`config.mk`:
```
export PLATFORM = sky130hd
export DESIGN_NAME = mouse_input_conditioner_flat
export DESIGN_NICKNAME = d
export VERILOG_FILES = /design/src/rtl/mouse_input_conditioner_pkg.sv /design/src/rtl/mouse_input_conditioner_if.sv /design/src/rtl/mouse_input_conditioner_sync_debounce.sv /design/src/rtl/mouse_input_conditioner.sv /design/src/flat_wrapper.sv
export SDC_FILE = /design/constraint.sdc
export NUM_CORES = 1
export LEC_CHECK = 0
export ABC_AREA = 1
export CORE_UTILIZATION = 51
export CTS_CLUSTER_SIZE = 14
export DETAILED_ROUTE_END_ITERATION = 10
export PLACE_DENSITY = 0.78
export SLEW_MARGIN = 20
export SYNTH_ARGS = -nofsm -noshare
export SYNTH_HDL_FRONTEND = slang
export SYNTH_SLANG_ARGS = --single-unit
```
`constraint.sdc`:
```
create_clock -name clock -period 2.9 [get_ports clock]
set_input_delay 0.435 -clock clock [delete_from_list [all_inputs] [get_ports clock]]
set_output_delay 0.435 -clock clock [all_outputs]
set_load 0.05 [all_outputs]
```
`src/rtl/mouse_input_conditioner_pkg.sv`:
```
// Shared types and constants for the mouse input conditioner: quadrature phase
// states, decoded step kinds and the post-reset warm-up length.
package mouse_pkg;

  typedef enum logic [1:0] {
    Q00 = 2'b00,
    Q01 = 2'b01,
    Q11 = 2'b11,
    Q10 = 2'b10
  } quad_t;

  typedef enum logic [1:0] {
    STEP_NONE,
    STEP_INC,
    STEP_DEC,
    STEP_ERR
  } step_t;

  localparam int WARMUP_CYCLES = 3;

  // Position of a phase state around the forward cycle 00 -> 01 -> 11 -> 10.
  function automatic logic [1:0] quad_pos(input quad_t q);
    logic [1:0] p;
    case (q)
      Q00:     p = 2'd0;
      Q01:     p = 2'd1;
      Q11:     p = 2'd2;
      default: p = 2'd3;
    endcase
    return p;
  endfunction

  function automatic step_t quad_step(input quad_t prev, input quad_t cur);
    logic [1:0] d;
    step_t      s;
    d = quad_pos(cur) - quad_pos(prev);
    case (d)
      2'd0:    s = STEP_NONE;
      2'd1:    s = STEP_INC;
      2'd3:    s = STEP_DEC;
      default: s = STEP_ERR;
    endcase
    return s;
  endfunction

endpackage

```
`src/rtl/mouse_input_conditioner_if.sv`:
```
// Raw mouse inputs, position load and conditioned outputs of the conditioner.
interface mouse_input_conditioner_if #(
  parameter int X_WIDTH = 16
);
  logic               button_raw;
  logic               quad_a;
  logic               quad_b;
  logic               x_load;
  logic [X_WIDTH-1:0] x_load_value;
  logic               mouse_pressed_;
  logic [X_WIDTH-1:0] mouse_x;
  logic               moved;
  logic               quad_error;
  logic [7:0]         error_count;

  modport master (
    output button_raw, quad_a, quad_b, x_load, x_load_value,
    input  mouse_pressed_, mouse_x, moved, quad_error, error_count
  );

  modport slave (
    input  button_raw, quad_a, quad_b, x_load, x_load_value,
    output mouse_pressed_, mouse_x, moved, quad_error, error_count
  );
endinterface

```
`src/rtl/mouse_input_conditioner_sync_debounce.sv`:
```
// Two-flop synchroniser followed by a debounce counter: a new synced level is
// accepted only after it has differed from the output for DEBOUNCE_CYCLES cycles.
module sync_debounce #(
  parameter int DEBOUNCE_CYCLES = 1024
) (
  input  logic clock,
  input  logic reset_,
  input  logic i_raw,
  output logic o_level
);
  localparam int               CNT_W    = $clog2(DEBOUNCE_CYCLES);
  localparam logic [CNT_W-1:0] CNT_LAST = CNT_W'(DEBOUNCE_CYCLES - 1);

  logic             r_sync_p0;
  logic             r_sync_p1;
  logic             r_level;
  logic [CNT_W-1:0] r_cnt;

  always_ff @(posedge clock or negedge reset_) begin
    if (!reset_) begin
      r_sync_p0 <= 1'b0;
      r_sync_p1 <= 1'b0;
      r_level   <= 1'b0;
      r_cnt     <= '0;
    end else begin
      r_sync_p0 <= i_raw;
      r_sync_p1 <= r_sync_p0;
      if (r_sync_p1 == r_level) begin
        r_cnt <= '0;
      end else if (r_cnt == CNT_LAST) begin
        // This is the DEBOUNCE_CYCLES-th consecutive mismatching cycle.
        r_level <= r_sync_p1;
        r_cnt   <= '0;
      end else begin
        r_cnt <= r_cnt + CNT_W'(1);
      end
    end
  end

  assign o_level = r_level;

endmodule

```
`src/rtl/mouse_input_conditioner.sv`:
```
// Mouse front end: synchronised/debounced button plus quadrature decode into a
// saturating, loadable X position with step and error reporting.
module mouse_input_conditioner
  import mouse_pkg::*;
#(
  parameter int                 X_WIDTH         = 16,
  parameter logic [X_WIDTH-1:0] X_MAX           = {X_WIDTH{1'b1}},
  parameter logic [X_WIDTH-1:0] X_RESET         = '0,
  parameter int                 DEBOUNCE_CYCLES = 1024
) (
  input logic                      clock,
  input logic                      reset_,
  mouse_input_conditioner_if.slave bus
);
  localparam int                WARM_W    = $clog2(WARMUP_CYCLES + 1);
  localparam logic [WARM_W-1:0] WARM_DONE = WARM_W'(WARMUP_CYCLES);

  logic [1:0]         r_ab_p0;
  logic [1:0]         r_ab_p1;
  quad_t              r_prev_ab;
  logic [WARM_W-1:0]  r_warm;
  logic [X_WIDTH-1:0] r_x;
  logic               r_moved;
  logic               r_qerr;
  logic [7:0]         r_err_cnt;

  step_t              w_step;
  logic [X_WIDTH-1:0] w_x_next;
  logic               w_pressed;

  function automatic logic [X_WIDTH-1:0] clamp_load(input logic [X_WIDTH-1:0] v);
    return (v > X_MAX) ? X_MAX : v;
  endfunction

  function automatic logic [X_WIDTH-1:0] sat_step(input logic [X_WIDTH-1:0] x,
                                                  input step_t              s);
    logic [X_WIDTH-1:0] y;
    y = x;
    case (s)
      STEP_INC: if (x < X_MAX) y = x + X_WIDTH'(1);
      STEP_DEC: if (x != '0)   y = x - X_WIDTH'(1);
      default:  y = x;
    endcase
    return y;
  endfunction

  sync_debounce #(
    .DEBOUNCE_CYCLES(DEBOUNCE_CYCLES)
  ) u_button (
    .clock  (clock),
    .reset_ (reset_),
    .i_raw  (bus.button_raw),
    .o_level(w_pressed)
  );

  // Stage p1 -> output: decode synced AB against the previous sample.
  always_comb begin
    w_step = STEP_NONE;
    if (r_warm == WARM_DONE) begin
      w_step = quad_step(r_prev_ab, quad_t'(r_ab_p1));
    end
    w_x_next = bus.x_load ? clamp_load(bus.x_load_value) : sat_step(r_x, w_step);
  end

  always_ff @(posedge clock or negedge reset_) begin
    if (!reset_) begin
      r_ab_p0   <= 2'b00;
      r_ab_p1   <= 2'b00;
      r_prev_ab <= Q00;
      r_warm    <= '0;
      r_x       <= X_RESET;
      r_moved   <= 1'b0;
      r_qerr    <= 1'b0;
      r_err_cnt <= 8'd0;
    end else begin
      r_ab_p0   <= {bus.quad_a, bus.quad_b};
      r_ab_p1   <= r_ab_p0;
      r_prev_ab <= quad_t'(r_ab_p1);
      if (r_warm != WARM_DONE) begin
        r_warm <= r_warm + WARM_W'(1);
      end
      r_x     <= w_x_next;
      r_moved <= (w_x_next != r_x);
      r_qerr  <= (w_step == STEP_ERR);
      if ((w_step == STEP_ERR) && (r_err_cnt != 8'hFF)) begin
        r_err_cnt <= r_err_cnt + 8'd1;
      end
    end
  end

  assign bus.mouse_pressed_ = w_pressed;
  assign bus.mouse_x        = r_x;
  assign bus.moved          = r_moved;
  assign bus.quad_error     = r_qerr;
  assign bus.error_count    = r_err_cnt;

endmodule

```
`src/flat_wrapper.sv`:
```
// flat-port wrapper written by rule: the top's interface ports become plain ports
module mouse_input_conditioner_flat import mouse_pkg::*;
#(
  parameter int                 X_WIDTH         = 16,
  parameter logic [X_WIDTH-1:0] X_MAX           = {X_WIDTH{1'b1}},
  parameter logic [X_WIDTH-1:0] X_RESET         = '0,
  parameter int                 DEBOUNCE_CYCLES = 1024
)
  (clock, reset_, bus_button_raw, bus_quad_a, bus_quad_b, bus_x_load, bus_x_load_value, bus_mouse_pressed_, bus_mouse_x, bus_moved, bus_quad_error, bus_error_count);
  mouse_input_conditioner_if #(.X_WIDTH(X_WIDTH)) bus_i ();
  input logic clock;
  input logic reset_;
  input wire logic [$bits(bus_i.button_raw)-1:0] bus_button_raw;
  input wire logic [$bits(bus_i.quad_a)-1:0] bus_quad_a;
  input wire logic [$bits(bus_i.quad_b)-1:0] bus_quad_b;
  input wire logic [$bits(bus_i.x_load)-1:0] bus_x_load;
  input wire logic [$bits(bus_i.x_load_value)-1:0] bus_x_load_value;
  output wire logic [$bits(bus_i.mouse_pressed_)-1:0] bus_mouse_pressed_;
  output wire logic [$bits(bus_i.mouse_x)-1:0] bus_mouse_x;
  output wire logic [$bits(bus_i.moved)-1:0] bus_moved;
  output wire logic [$bits(bus_i.quad_error)-1:0] bus_quad_error;
  output wire logic [$bits(bus_i.error_count)-1:0] bus_error_count;
  assign bus_i.button_raw = bus_button_raw;
  assign bus_i.quad_a = bus_quad_a;
  assign bus_i.quad_b = bus_quad_b;
  assign bus_i.x_load = bus_x_load;
  assign bus_i.x_load_value = bus_x_load_value;
  assign bus_mouse_pressed_ = bus_i.mouse_pressed_;
  assign bus_mouse_x = bus_i.mouse_x;
  assign bus_moved = bus_i.moved;
  assign bus_quad_error = bus_i.quad_error;
  assign bus_error_count = bus_i.error_count;
  mouse_input_conditioner #(.X_WIDTH(X_WIDTH), .X_MAX(X_MAX), .X_RESET(X_RESET), .DEBOUNCE_CYCLES(DEBOUNCE_CYCLES)) u_core (.clock(clock), .reset_(reset_), .bus(bus_i));
endmodule
```
==> summary.md, run 1 <==
| Metric | Value |
|---|---|
| Setup Crit Path Kind | `flip-flop to flip-flop` |
| Distinct cells, synth | `30` |
| Asr flop ratio synth | `between 90% and 100%` |
| Worst-path fanout max | `7` |
| Fin worst setup slack | `-183 ps` |
| Critical path data required time | `3090 ps` |
| Synth Area in XOR/XNOR | `4.42%` |
| Critical path arrival | `approximately 3300 ps` |
| Number of global-route vias before repair | `~3500` |
| Failing checks | `negative setup slack` |
| IO Pins | `slightly below 50` |
| Sequential area share after synthesis | `between 30% and 40%` |
| Crit start category | `flip-flop` |
| Multi-input logic area | `0.00233 mm²` |
| Ys Warns | `0` |
| Final min period | `between 3000 and 4000 ps` |
| Pre-CTS setup slack | `-175 ps` |
| # fillers | `approximately 600` |
| Root Buffer | `clkbuf_8` |
| Fin nets | `around 640` |
| CTS tree | `yes` |
| Clock Latency Late Sink | `300 ps` |
| Synth Register Bits | `47` |
| Initial DRC count | `approximately 340` |
| Post-route ant nets | `0` |
| First-pass GRT wire length | `16000 µm` |
| Max-cap violation count | `0` |
| Num CTS Buffers | `5` |
| GRT Total Usage | `between 20% and 30%` |
| Adder-Cell Fraction of Synth Area | `under 10%` |
| Setup Skew | `~13 ps` |
| Cell area after synthesis | `between 0.003 and 0.004 mm²` |
| Gpl congestion | `between 0.9 and 1` |
| FF+latch area | `between 0.001 and 0.0015 mm²` |
| Final max-slew violation count | `0` |
| # diodes | `0` |
| Hold Fails Final Rpt | `0` |
| DP Cell Count | `~680` |
| Setup TNS | `-183 ps` |
| Main combinational cell family by area after synthesis | `simple AND/OR/NAND/NOR gates` |
| Clk sink count | `47` |
| Maximum vdd drop | `0.584 mV` |
| Vias | `3813` |
| Synth-to-Final Area Change | `21.5%` |
| Slew Limit Headroom | `between 50% and 60%` |
| Largest area contributor in the netlist | `dfrtp_1` |
| Most common cell in the netlist | `nand2_1` |
| Die X | `87.9 µm` |
| H-Tree Depth | `2` |
| Final Non-Filler Cells | `around 700` |
| Number of synthesized flops with an enable pin | `0` |
| Share of cells above drive strength 1 | `roughly 15%` |
| DRC | `0` |
| Slew @ Worst Pin | `606 ps` |
| Vias/cell | `5.45` |
| Number of buffers added on ports | `48` |
| Core Box Area | `between 0.006 and 0.007 mm²` |
| Die ar. | `between 0.007 and 0.008 mm²` |
| Syn Inst Count | `550` |
| Prevailing post-synth register cell | `dfrtp_1` |
| DP Wirelength | `between 6000 and 7000 µm` |
| Routed Wire Length | `~10000 µm` |
| Average size of a mapped cell | `6.84 µm²` |
| Top cell type's share of synthesized area | `31.3%` |
| Compound-Gate Fraction of Synth Area | `about 3.7%` |
| Top post-synthesis cells by area | `dfrtp_1 (31%), nand2_1 (19%), nand3_1 (8.8%), nor2_1 (4.8%), ha_1 (4.3%)` |
| Grt ovf | `0` |
| Mux contribution to synthesized area | `less than 1%` |
| Tcrit/Tclk final | `106%` |
| Routed len/inst | `around 14 µm` |
| DIE HEIGHT | `~88 µm` |
| Syn Nets | `between 500 and 600` |
| Simple-gate share of the synthesized area | `between 40 and 50%` |
| Pleak | `approximately 2.2 nW` |
| Clock Path Buffers | `2` |
| Initial Util | `54.2%` |
| Power per Cell Area | `666 mW/mm²` |
| Row cnt | `30` |
| Worst-path clk slew | `100 ps` |
| Antenna violations before repair | `0` |
| First-pass DRT Iterations | `5` |
| Final setup violation count | `1` |
| Max Clock Freq | `324 MHz` |
| Largest net degree at the start of global routing | `48` |
| Top cells by count, synth | `nand2_1 (189), nand3_1 (66), nor2_1 (48), dfrtp_1 (47), inv_1 (39)` |
| Status | `finished, violations left` |
| Type of the worst min-delay path | `input port to asynchronous set/reset pin` |
| CP Capture Type | `flip-flop` |
| RSZ-0062 raised after global routing | `true` |
-- path summary, 6_finish.rpt --
| kind | start | end | slack (ps) | depth (start not counted) |
|---|---|---|---|---|
| min reg2reg | u_core.r_ab_p0[1] | u_core.r_ab_p1[1] | 350 | 0 |
| min in group clock | u_core.r_ab_p0[1] | u_core.r_ab_p1[1] | 350 | 0 |
| max in group asynchronous | reset_ | u_core.r_warm[1] | 2350 | 1 |
| max | u_core.r_ab_p1[0] | u_core.bus.moved | -180 | 20 |
| max reg2reg | u_core.r_ab_p1[0] | u_core.bus.moved | -180 | 20 |
| min | reset_ | u_core.u_button.r_cnt[2] | 140 | 1 |
-- state kept, by name, summed over array words and instances, names as in the netlist --
signal and flops:
u_core.u_button.r_sync_p1 1, u_core.r_ab_p1 2, u_core.bus.error_count 8, u_core.bus.mouse_x 16, u_core.u_button.o_level 1, u_core.r_ab_p0 2
u_core.r_warm 2, u_core.bus.moved 1, u_core.u_button.r_sync_p0 1, u_core.r_prev_ab 2, u_core.u_button.r_cnt 10, u_core.bus.quad_error 1
-- layer usage --
metal / part of all wire, % / GRT usage [%]
met5: 0 / 0
met2: 47 / 43.6
met4: 3.3 / 10.3
met1: 42 / 34.4
met3: 7.2 / 4.90
-- worst max-delay path, cell delays in order, from the launching register on --
cell and delay, ps:
dfrtp_1 380, buf_4 140, buf_4 140, ha_4 160, nor2_4 110, xor2_2 200, xor2_2 210, ha_2 210
or2_4 150, nand2_4 60, nor2_4 130, buf_12 130, nand4_1 80, nand3_1 120, nand2_1 90, nand3_1 80
nand2_1 70, nor2_2 140, nand2_1 80, nor2_2 190, nand3_1 90
-- logic make-up (layout without fill, tap and decap cells) --
group | count (synthesis) | in the layout
flip-flops | 47 | 47
multiplexers | 2 | 2
AO/OA/AOI/OAI | 27 | 27
buffers and inverters | 67 | 120
AND/OR/NAND/NOR | 375 | 375
adder cells (fa/ha/maj) | 13 | 13
XOR/XNOR | 19 | 19
-- cell usage in the layout (no fill, tap or decap) --
master           synthesis  final
inv_1                   39     39
or2_2                    1      1
a41o_1                   1      1
ha_1                    13      9
nor2_4                  12     15
buf_4                    5     18
nand3_1                 66     63
nor4_1                   1      1
nand3_2                  1      4
nand2_2                 16     20
inv_2                    2      2
inv_4                    1      1
mux2_2                   2      2
nor2_2                   6      7
nor2_1                  48     44
xor2_2                   0      2
ha_4                     0      1
and2_1                   1      1
nand2_1                189    184
buf_8                    0      1
or2_4                    0      1
clkbuf_8                 0      5
nor3_1                   5      5
nand4_1                 24     24
xnor2_1                  7      7
ha_2                     0      3
dfrtp_1                 47     47
a21oi_1                 19     19
clkbuf_1                 4      1
buf_12                   0      2
clkdlybuf4s50_1          0     47
inv_6                    0      1
clkinvlp_4               0      1
clkinv_1                 1      1
nand2_4                  4      5
xor2_1                  12     10
buf_16                   0      1
o21ai_0                  7      7
-- stage by stage --
step	area (µm²)	power, mW	hold WS, ps	util (%)
global placement	4250	2.39	333	61.2
floorplan	3760	2.01	139	-
global route	4570	3.24	178	65.8
CTS	4450	2.95	358	64.1
detailed placement	4250	2.42	337	61.2
finish	4570	3.05	135	65.8
-- cell type report --
class                   count  share of cell area (%)
clock buffers               6                    1.59
clock inverters             2                   0.356
inverters                  43                    3.59
multi-input cells         436                    51.1
flip-flops and latches     47                    25.7
well taps                  96                    2.63
repair buffers             69                    15.1
-- timing repair --
| item | CTS | global route |
|---|---|---|
| pin swaps | 11 | 20 |
| cloned | 1 | 0 |
| hold buffers | 0 | 0 |
| buffers inserted | 7 | 6 |
| gates resized for setup | 11 | 18 |
| endpoints found under the setup margin | 1 | 3 |
-- where the power goes --
| part | switching, mW | internal [mW] | leakage [nW] | total, mW |
|---|---|---|---|---|
| clock | 0.243 | 0.174 | 0.0418 | 0.417 |
| combinational | 1.03 | 0.645 | 1.55 | 1.68 |
| sequential | 0.207 | 0.745 | 0.582 | 0.952 |
| total | 1.48 | 1.56 | 2.17 | 3.05 |
(Power assumes the default switching activity.)
==> run 2, diff against run 1 <==
Settings changed: CORE_MARGIN set to 2.
==> run 2 against run 1 <==
- the run still ends with negative setup slack left
- first-iteration DRC count decreased by 23%
- sequential share of layout area increased by 0.52 points
- routed wire length decreased by 4.4%
- critical endpoint unchanged
- largest cell class unchanged
- largest power group unchanged
==> summary.md, run 2 (synthesis results as in run 1) <==
| Metric | Value |
|---|---|
| Initial DRC count | `263 (was 341)` |
| Clk sink count | `47 (unchanged)` |
| Setup TNS | `-96.0 ps (was -183 ps)` |
| Post-route ant nets | `0 (unchanged)` |
| Gpl congestion | `0.943 (was 0.965)` |
| Initial Util | `52.2% (was 54.2%)` |
| CP Capture Type | `flip-flop (unchanged)` |
| Die X | `89.9 µm (was 87.9 µm)` |
| Critical Path End | `u_core.bus.moved (unchanged)` |
| DP Cell Count | `680 (was 677)` |
| Max-cap violation count | `0 (unchanged)` |
| Clock Latency Late Sink | `320 ps (was 300 ps)` |
| Synth-to-Final Area Change | `19.0% (was 21.5%)` |
| FF-to-FF End | `u_core.bus.moved (unchanged)` |
| Root Buffer | `clkbuf_8 (unchanged)` |
| Routed Wire Length | `9510 µm (was 9940 µm)` |
| Routed len/inst | `13.7 µm (was 14.2 µm)` |
| Vias/cell | `5.42 (was 5.45)` |
| Critical path data required time | `3110 ps (was 3090 ps)` |
| Type of the worst min-delay path | `input port to asynchronous set/reset pin (unchanged)` |
| Maximum vdd drop | `0.415 mV (was 0.584 mV)` |
| Number of buffers added on ports | `48 (unchanged)` |
| Grt ovf | `0 (unchanged)` |
| Most frequent cells in the layout | `nand2_1 (184), nand3_1 (61), clkdlybuf4s50_1 (47), dfrtp_1 (47), nor2_1 (45) (was nand2_1 (184), nand3_1 (63), clkdlybuf4s50_1 (47), dfrtp_1 (47), nor2_1 (44))` |
| Clock Path Buffers | `2 (unchanged)` |
| Die ar. | `0.00808 mm² (was 0.00773 mm²)` |
| # diodes | `0 (unchanged)` |
| Power per Cell Area | `661 mW/mm² (was 666 mW/mm²)` |
| Worst-path fanout max | `8 (was 7)` |
| CTS Hold Bufs | `0 (unchanged)` |
| H-Tree Depth | `2 (unchanged)` |
| DIE HEIGHT | `89.9 µm (was 87.9 µm)` |
| DP Wirelength | `6780 µm (was 6760 µm)` |
| Slew Limit Headroom | `57.7% (was 59.6%)` |
| R2R setup slack | `-100 ps (was -180 ps)` |
| Crit start category | `flip-flop (unchanged)` |
| Pleak | `2.12 nW (was 2.17 nW)` |
| Cell count of the worst reg-to-reg path | `19 (was 20)` |
| Max Clock Freq | `334 MHz (was 324 MHz)` |
| GRT Total Usage | `24.1% (was 26.5%)` |
| Largest net degree at the start of global routing | `48 (unchanged)` |
| Row cnt | `31 (was 30)` |
| Final min period | `3000 ps (was 3080 ps)` |
| Final setup violation count | `1 (unchanged)` |
| IO Pins | `49 (unchanged)` |
| # fillers | `670 (was 598)` |
| Vias | `3754 (was 3813)` |
| CTS tree | `yes (unchanged)` |
| Largest register FFs | `16 (unchanged)` |
| Critical path arrival | `3210 ps (was 3270 ps)` |
| DP Area | `0.00426 mm² (was 0.00425 mm²)` |
| Num CTS Buffers | `5 (unchanged)` |
| Setup Skew | `11.2 ps (was 12.5 ps)` |
| DRC | `0 (unchanged)` |
| Setup Crit Path Kind | `flip-flop to flip-flop (unchanged)` |
| Fin nets | `628 (was 637)` |
| Antenna violations before repair | `0 (unchanged)` |
| Core Box Area | `0.00721 mm² (was 0.00694 mm²)` |
| Final Non-Filler Cells | `693 (was 699)` |
| Failing checks | `negative setup slack (unchanged)` |
| Crit path launch | `u_core.r_prev_ab[1] (was u_core.r_ab_p1[0])` |
| Final max-slew violation count | `0 (unchanged)` |
| Share of cells above drive strength 1 | `13.8% (was 15.4%)` |
| Cell area after layout | `0.00448 mm² (was 0.00457 mm²)` |
| Tcrit/Tclk final | `103% (was 106%)` |
| First-pass DRT Iterations | `5 (unchanged)` |
| Hold Fails Final Rpt | `0 (unchanged)` |
| Final core utilization | `62.1% (was 65.8%)` |
| Number of global-route vias before repair | `3494 (was 3531)` |
| First-pass GRT wire length | `16200 µm (was 16000 µm)` |
| Status | `finished, violations left (unchanged)` |
| Total power | `2.96 mW (was 3.05 mW)` |
| Fin worst setup slack | `-96.0 ps (was -183 ps)` |
| Worst-path clk slew | `110 ps (was 100 ps)` |
| Reg2reg start | `u_core.r_prev_ab[1] (was u_core.r_ab_p1[0])` |
| Slew @ Worst Pin | `634 ps (was 606 ps)` |
| RSZ-0062 raised after global routing | `true (unchanged)` |
| Commonest non-fill, non-tap cell in the layout | `nand2_1 (unchanged)` |
run 2: where the power goes:
group	leakage [nW]	internal, mW	switching, mW
combinational	1.50	0.575	0.997
clock	0.0467	0.179	0.268
sequential	0.582	0.745	0.198
run 2: per-layer routing:
| layer | vias up | routed length (µm) | share of wire, % | global-route usage, % |
|---|---|---|---|---|
| met4 | 0 | 196 | 2.1 | 6.54 |
| li1 | 1864 | - | - | - |
| met5 | - | 0 | 0 | 0 |
| met2 | 128 | 4360 | 46 | 40.2 |
| met1 | 1736 | 4340 | 46 | 32.6 |
| met3 | 26 | 608 | 6.4 | 3.86 |
run 2: worst max-delay path, stage by stage (launching register included):
cell and delay (ps):
dfrtp_1 410, ha_1 290, inv_1 60, ha_2 160, xor2_1 160, xor2_1 240
ha_2 210, or2_4 140, nand2_4 60, nor2_4 190, buf_12 150, nand4_1 90
nand3_1 120, nand2_2 80, nand3_2 70, nand2_2 60, nor2_2 110, nand2_2 90
nor2_4 130, nand3_2 80
run 2: final cells by class:
cell class,count,area [µm²],share of cell area (%)
Multi-Input combinational cell,436,2310,51.6
Sequential cell,47,1180,26.2
Clock inverter,3,27.5,0.614
Tap cell,99,124,2.76
Clock buffer,5,68.8,1.54
Inverter,43,164,3.66
Timing Repair Buffer,60,608,13.6
run 2: through the flow:
step                      worst slack (ps)  hold slack, ps
after floorplan                        202             139
after global placement                7.23             335
after detailed placement             -95.6             340
after CTS                            -19.7             230
after global routing                  -276             251
final                                -96.0             199
run 2: how the worst min path moves through the flow:
stage,from,to,slack (ps)
global placement,u_core.r_ab_p0[1],u_core.r_ab_p1[1],340
floorplan,reset_,u_core.bus.error_count[0],140
detailed placement,u_core.r_ab_p0[1],u_core.r_ab_p1[1],340
CTS,reset_,u_core.bus.mouse_x[7],230
finish,reset_,u_core.bus.mouse_x[14],200
global route,reset_,u_core.bus.error_count[5],250
run 2: what timing repair did:
action | in CTS | in global routing
gates cloned | 0 | 1
pin swaps | 1 | 19
buffers inserted | 2 | 3
setup endpoints to repair | 1 | 1
resized for setup | 2 | 18
